[src/rtl/mp_reg_file.sv]
// Multi-port register file with hardwired zero register, optional same-cycle
// write-to-read bypass and a per-register busy scoreboard for RAW detection.
// Ports:
//   clk, rst_n              clock, asynchronous active-low reset
//   rd_en/rd_addr           per-port read enable and address (port i at [i*AW +: AW])
//   rd_data/rd_busy         combinational read data and busy bit per read port
//   wr_en/wr_addr/wr_data   per-port write-back; the highest port index wins on conflict
//   claim_en/claim_addr     issue-side claim of a destination register
//   busy_vec                full scoreboard, bit r = register r pending
module mp_reg_file #(
    parameter int unsigned DATA_WIDTH = 32,
    parameter int unsigned NUM_REGS   = 32,
    parameter int unsigned NUM_READ   = 2,
    parameter int unsigned NUM_WRITE  = 1,
    parameter bit          BYPASS     = 1'b1,
    localparam int unsigned AW        = $clog2(NUM_REGS)
) (
    input  logic                            clk,
    input  logic                            rst_n,
    input  logic [NUM_READ-1:0]             rd_en,
    input  logic [NUM_READ*AW-1:0]          rd_addr,
    output logic [NUM_READ*DATA_WIDTH-1:0]  rd_data,
    output logic [NUM_READ-1:0]             rd_busy,
    input  logic [NUM_WRITE-1:0]            wr_en,
    input  logic [NUM_WRITE*AW-1:0]         wr_addr,
    input  logic [NUM_WRITE*DATA_WIDTH-1:0] wr_data,
    input  logic                            claim_en,
    input  logic [AW-1:0]                   claim_addr,
    output logic [NUM_REGS-1:0]             busy_vec
);

    logic [DATA_WIDTH-1:0] mem [NUM_REGS];
    logic [NUM_REGS-1:0]   busy;
    logic [NUM_REGS-1:0]   busy_nxt;

    // True when any write port targets the given address this cycle.
    function automatic logic wr_hit(input logic [AW-1:0] a);
        logic hit;
        hit = 1'b0;
        for (int unsigned j = 0; j < NUM_WRITE; j++) begin
            if (wr_en[j] && (wr_addr[j*AW +: AW] == a)) hit = 1'b1;
        end
        return hit;
    endfunction

    // Register array; later ports overwrite earlier ones, so the highest index wins.
    // Entry 0 is never written and stays zero.
    always_ff @(posedge clk or negedge rst_n) begin
        if (!rst_n) begin
            for (int unsigned r = 0; r < NUM_REGS; r++) mem[r] <= '0;
            busy <= '0;
        end else begin
            for (int unsigned j = 0; j < NUM_WRITE; j++) begin
                if (wr_en[j] && (wr_addr[j*AW +: AW] != '0)) begin
                    mem[wr_addr[j*AW +: AW]] <= wr_data[j*DATA_WIDTH +: DATA_WIDTH];
                end
            end
            busy <= busy_nxt;
        end
    end

    // Scoreboard next state: a claim beats a simultaneous write-back.
    always_comb begin
        busy_nxt = '0;
        for (int unsigned r = 1; r < NUM_REGS; r++) begin
            if (claim_en && (claim_addr == AW'(r))) begin
                busy_nxt[r] = 1'b1;
            end else if (wr_hit(AW'(r))) begin
                busy_nxt[r] = 1'b0;
            end else begin
                busy_nxt[r] = busy[r];
            end
        end
    end

    // Combinational read ports with optional bypass from this cycle's writes.
    always_comb begin
        rd_data = '0;
        rd_busy = '0;
        for (int unsigned i = 0; i < NUM_READ; i++) begin
            if (rd_en[i] && (rd_addr[i*AW +: AW] != '0)) begin
                rd_data[i*DATA_WIDTH +: DATA_WIDTH] = mem[rd_addr[i*AW +: AW]];
                rd_busy[i] = busy[rd_addr[i*AW +: AW]];
                if (BYPASS) begin
                    for (int unsigned j = 0; j < NUM_WRITE; j++) begin
                        if (wr_en[j] && (wr_addr[j*AW +: AW] == rd_addr[i*AW +: AW])) begin
                            rd_data[i*DATA_WIDTH +: DATA_WIDTH] = wr_data[j*DATA_WIDTH +: DATA_WIDTH];
                            rd_busy[i] = claim_en && (claim_addr == rd_addr[i*AW +: AW]);
                        end
                    end
                end
            end
        end
    end

    assign busy_vec = busy;

endmodule
[config.mk]
export PLATFORM = sky130hd
export DESIGN_NAME = mp_reg_file
export DESIGN_NICKNAME = d
export VERILOG_FILES = /design/src/rtl/mp_reg_file.sv
export SDC_FILE = /design/constraint.sdc
export NUM_CORES = 2
export LEC_CHECK = 0
export CAP_MARGIN = 10
export CORE_MARGIN = 5
export CORE_UTILIZATION = 30
export DETAILED_ROUTE_END_ITERATION = 10
export PLACE_DENSITY_LB_ADDON = 0.3
export SYNTH_ARGS = -nofsm -noshare
export SYNTH_HDL_FRONTEND = slang
export SYNTH_SLANG_ARGS = --single-unit
[constraint.sdc]
create_clock -name clk -period 8.75 [get_ports clk]
set_clock_uncertainty 0.2 [all_clocks]
set_input_delay 2.625 -clock clk [delete_from_list [all_inputs] [get_ports clk]]
set_output_delay 2.625 -clock clk [all_outputs]
set_load 0.01 [all_outputs]
==> Word level (Yosys, flattened, before mapping) <==
Cells that the tools add are included.
{ "totals": {"regBits": 1055, "out_inout_bits": 98} }
{ "op_classes": {"n_lt_le_gt_ge": 6, "eq_ne": 66, "muxes": 145, "n_bitwise": 3, "reduce_logical": 104} }
{ "ops": {"columns": ["operator", "count"], "rows": [
  ["bitwise mux 1024 bit", 1],
  ["binary-select mux 32 bit (select 5 bit)", 2],
  ["two-way mux 32 bit", 9],
  ["demux 32 bit (select 5 bit)", 1],
  ["equality test 5 bit, second input constant", 32],
  ["two-way mux 1 bit", 130],
  ["equality test 5 x 4 -> 1 bit, second input constant", 16],
  ["logical AND 1 bit", 70],
  ["nonzero test 2 bit", 31],
  ["equality test 5 x 3 -> 1 bit, second input constant", 8],
  ["equality test 5 x 2 -> 1 bit, second input constant", 4],
  ["equality test 5 bit", 4],
  ["greater-or-equal comparator 6 bit, second input constant", 3],
  ["NOT 5 -> 6 bit", 3],
  ["nonzero test 5 bit", 3],
  ["< comparator 5 x 6 -> 1 bit, second input constant", 2],
  ["binary-select mux 1 bit (select 5 bit)", 2],
  ["equality test 5 x 1 -> 1 bit, second input constant", 2],
  ["< comparator 6 x 1 -> 1 bit, second input constant", 1]
]} }

==> Longest topological paths before layout <==
{ "logic_depth": {"depth_word": 6, "depth_mapped": 9} }

==> Worst setup path before layout <==
OpenSTA, ideal clock, no wires.
{ "synth_timing": {"kind": "input to output", "startpoint": "input port rd_addr[1]", "endpoint": "output port rd_busy[0]", "t_arrival_ns": 4.145, "required_time_ns": 5.925, "slack_ns": 1.780, "stages": 8, "n_path_buf": 3, "cell_sequence": "clkbuf_1 buf_4 buf_2 mux2_2 a221oi_1 nor3_1 a211oi_1 o2bb2ai_1"} }
{ "synth_between": {"elab_chain_cells": 4} }
{ "synth_lines": {"columns": ["item", "line", "source"], "rows": [
  ["start, declared", "21", "input logic [NUM_READ*AW-1:0] rd_addr,"],
  ["binary-select mux 1 bit (select 5 bit), or another cell as far along", "83", "rd_busy[i] = busy[rd_addr[i*AW +: AW]];"],
  ["two-way mux 1 bit (not written as such), or another cell as far along", "83", null],
  ["two-way mux 1 bit", "86", "if (wr_en[j] && (wr_addr[j*AW +: AW] == rd_addr[i*AW +: AW])) begin"],
  ["two-way mux 1 bit (*)", "81", "if (rd_en[i] && (rd_addr[i*AW +: AW] != '0)) begin"],
  ["end, declared", "23", "output logic [NUM_READ-1:0] rd_busy,"]
]} }
Mark *: on every way between the ends. The rest lies on a longest branch, timed or not. The select of a mux whose other input is x is not followed.

==> Worst setup path in the final report <==
{ "layout_timing": {"startpoint": "input port rd_addr[2]", "endpoint": "output port rd_data[26]"} }
{ "layout_between": {"elab_chain_cells": 6} }
{ "layout_lines": {"columns": ["item", "line", "source"], "rows": [
  ["NOT 5 -> 6 bit (not written as such)", "82", "rd_data[i*DATA_WIDTH +: DATA_WIDTH] = mem[rd_addr[i*AW +: AW]];"],
  ["binary-select mux 32 bit (select 5 bit)", "82", null],
  ["two-way mux 32 bit (not written as such) (2 in a row)", "82", null],
  ["two-way mux 32 bit", "86", null],
  ["two-way mux 32 bit (*)", "81", null],
  ["end, declared", "22", "output logic [NUM_READ*DATA_WIDTH-1:0] rd_data,"]
]} }
Marks and branches as above.

==> impl_metrics.json <==
{
  "status": "complete, but fails checks",
  "failed_checks": "negative setup slack",
  "clock_latency_ps": 730,
  "p_seq_share_pct": 44.3,
  "post-place-cells": 6108,
  "wirelength_um": 203000,
  "crit_family": "buffers and inverters",
  "die_w_um": 443.0,
  "grt_overflow_total": 0,
  "vias": 36093,
  "stdcell_count": 6318,
  "power_density_mw_per_mm2": 225.7,
  "finalNetCount": 3783,
  "drv_cap": 0,
  "synth_top_area_share_pct": 46.95,
  "gp_congestion": 0.8821,
  "yosysMostFrequentCell": "dfrtp_1",
  "p_comb_share_pct": 22.1,
  "cts_max_level": 3,
  "grt_first_pass_wirelength_um": 290800,
  "cts_tree": "done",
  "cts_buffer_depth": 3,
  "clkSinkCount": 1055,
  "power_switching_mw": 4.140,
  "netSwitchingFraction_pct": 28.21,
  "setup.worst_path.start": "rd_addr[2]",
  "hp-class": "reg -> reg",
  "synth_cell_types": 52,
  "rsz0062_at_grt": "true",
  "drtPass1Iterations": 6,
  "reg2reg_slack_ps": 7570,
  "path_clk_slew_ps": 60,
  "finalHoldViolations": 0,
  "r2r-start": "busy_vec[30]",
  "io_buffers": 154,
  "rows": 159,
  "grt_max_degree": 169,
  "endpoint": "rd_data[26]",
  "leakage_nw": 27.33,
  "synth_ff_type": "dfrtp_1",
  "critPathLaunchType": "input port",
  "synthesis.nets": 3724,
  "seq_area_frac_synth_pct": 46.95,
  "r2r-end": "busy_vec[30]",
  "fp.dieH_um": 443.0,
  "drive_gt1_share_pct": 51.55,
  "finalWorstSetupSlack_ps": -67.21,
  "post_cts_buffers": 0,
  "slew_headroom_pct": 8.691,
  "yosysTopAreaCell": "dfrtp_1",
  "critical_path.max_fanout": 12,
  "min_path_cells": 0,
  "setup_viol_count_final": 4,
  "wire_per_inst_um": 32.14,
  "synth_common_cells": "dfrtp_1, mux2_2, mux4_2, clkbuf_1, buf_2",
  "async_reset_ff_share_pct": 100.0,
  "pwr-share-clk_pct": 33.6,
  "groute.usage.overall_pct": 20.37,
  "holdBufCountCts": 0,
  "cp-end-kind": "primary output",
  "holdWs_ps": 192.8,
  "ys_ff_latch": 1055,
  "n_fill_cell": 17856,
  "critical_path_required_ps": 5930,
  "dpl.hpwl_um": 131000,
  "syn_inst": 3666,
  "slowest_delay_ps": 770,
  "core_area_mm2": 0.1872,
  "cp.depth": 9,
  "period_needed_ps": 8817,
  "synth-edff-count": 0,
  "p_int_mw": 10.54,
  "syn-cell-area_mm2": 0.05623,
  "grt_pass1_vias": 37277,
  "cp.arrival_ps": 5990,
  "fmax_mhz": 113.4,
  "synth.avg_cell_area_um2": 15.34,
  "final_antenna_net_count": 0,
  "cpMaxStageDelayCell": "clkdlybuf4s50_1",
  "cts_root_buf": "clkbuf_16",
  "cts-buffers-inserted": 110,
  "yosys-top-cells-area": "dfrtp_1, mux4_2, mux2_2, mux2i_1, buf_2",
  "worstSetupPathType": "in -> out",
  "initial_core_util_pct": 30.04,
  "io_pins": 156,
  "ys_warn_count": 0,
  "via_per_inst": 5.713,
  "rr_worst_depth": 2,
  "drv_slew": 0,
  "drt_iter0_drc": 2996,
  "area_growth_syn_to_layout_pct": 15.66,
  "remaining_drc_errors": 0,
  "antenna_found_initial": 13,
  "utilization_pct": 34.74,
  "min_period_over_period_pct": 100.8,
  "ir_drop_v": 0.0001523,
  "cp_num_buf_inv": 4,
  "total_power_mw": 14.68,
  "die_area_mm2": 0.1962,
  "cp_cell_sequence": "clkdlybuf4s50_1, buf_4, nor2_1, nand2_2, buf_4, o22ai_1, nor2_1, a32o_1, clkdlybuf4s50_1",
  "worst_pin_slew_ps": 1366
}
[routing by layer]
| metal | track usage [%] | wire length [µm] | vias to the layer above |
|---|---|---|---|
| li1 | - | - | 14431 |
| met1 | 26.24 | 81280 | 19857 |
| met2 | 32.35 | 95390 | 1387 |
| met3 | 3.196 | 12050 | 416 |
| met4 | 12.44 | 14300 | 2 |
| met5 | 0 | 13 | - |
[power groups by stage]
stage / Sequential [mW] / Combinational [mW] / Clock, mW
6_report: 6.50 / 3.24 / 4.93
5_1_grt: 6.62 / 3.44 / 5.20
4_1_cts: 6.49 / 3.25 / 5.03
3_5_place_dp: 6.57 / 3.24 / 0
3_3_place_gp: 6.52 / 3.21 / 0
2_1_floorplan: 6.33 / 2.23 / 0
[area by class of cell]
| class | instances | area, µm² | share of cell area, % |
|---|---|---|---|
| Antenna cell | 9 | 22.52 | 0.03463 |
| Timing Repair Buffer | 376 | 3682 | 5.662 |
| Tap cell | 2495 | 3122 | 4.800 |
| Sequential cell | 1055 | 26400 | 40.59 |
| Clock buffer | 159 | 3271 | 5.029 |
| Inverter | 16 | 60.06 | 0.09234 |
| Clock inverter | 42 | 471.7 | 0.7253 |
| Multi-Input combinational cell | 2166 | 28010 | 43.07 |
[worst min path at each step]
| stage | to | start |
|---|---|---|
| after floorplan | mem[1000] | mem[1000] |
| after global placement | mem[995] | mem[995] |
| after detailed placement | mem[994] | mem[994] |
| after CTS | mem[1008] | mem[1008] |
| after global routing | mem[1017] | mem[1017] |
| final | mem[992] | mem[992] |
[layout by cell type (no fill, tap or decap), types with 10 or more instances in the layout]
cell / synthesis / layout
clkbuf_16: 0 / 113
o22ai_1: 121 / 121
nand3_1: 13 / 10
clkbuf_1: 196 / 19
clkinv_2: 0 / 27
clkbuf_8: 0 / 27
nand2_1: 34 / 19
nor2_1: 78 / 64
buf_12: 0 / 36
clkdlybuf4s50_1: 0 / 147
nand4_1: 11 / 11
nor2b_1: 14 / 12
nor2_4: 0 / 14
mux2_1: 23 / 23
nand2_2: 0 / 10
a32o_1: 70 / 69
mux2_2: 984 / 984
buf_4: 22 / 187
inv_1: 16 / 16
xor2_1: 16 / 16
a22oi_1: 74 / 74
dfrtp_1: 1055 / 1055
mux2i_1: 132 / 132
mux4_2: 520 / 520
[sequential cells by signal, indices dropped and copies added, names as in the netlist]
signal    cells
busy_vec     31
mem        1024
[metrics by stage]
stage          area [µm²]  TNS [ps]  setup WS (ps)
2_1_floorplan       56230         0           1780
3_3_place_gp        61270    -146.6         -71.88
3_5_place_dp        61270    -74.61         -63.96
4_1_cts             65010         0          8.549
5_1_grt             65040    -8.418         -8.418
6_report            65040    -130.0         -67.21
[cells by family after synthesis]
group	Yosys count	synth area share, %
buffers and inverters	445	3.709
AND/OR/NAND/NOR	186	1.595
other	1	0.006669
flip-flops	1055	46.95
XOR/XNOR	20	0.3115
multiplexers	1659	43.34
AO/OA/AOI/OAI	300	4.090
[worst reg2reg max path: stages (launching register included)]
cell and delay [ps]:
dfrtp_1 630, o21ai_0 160, o21ai_0 100
[repair_timing]
item / CTS / global route
pin swaps: 1 / 0
endpoints found under the setup margin: 2 / 2
cloned: 0 / 0
resized for setup: 1 / 1
Power figures use the tool's default switching activity.
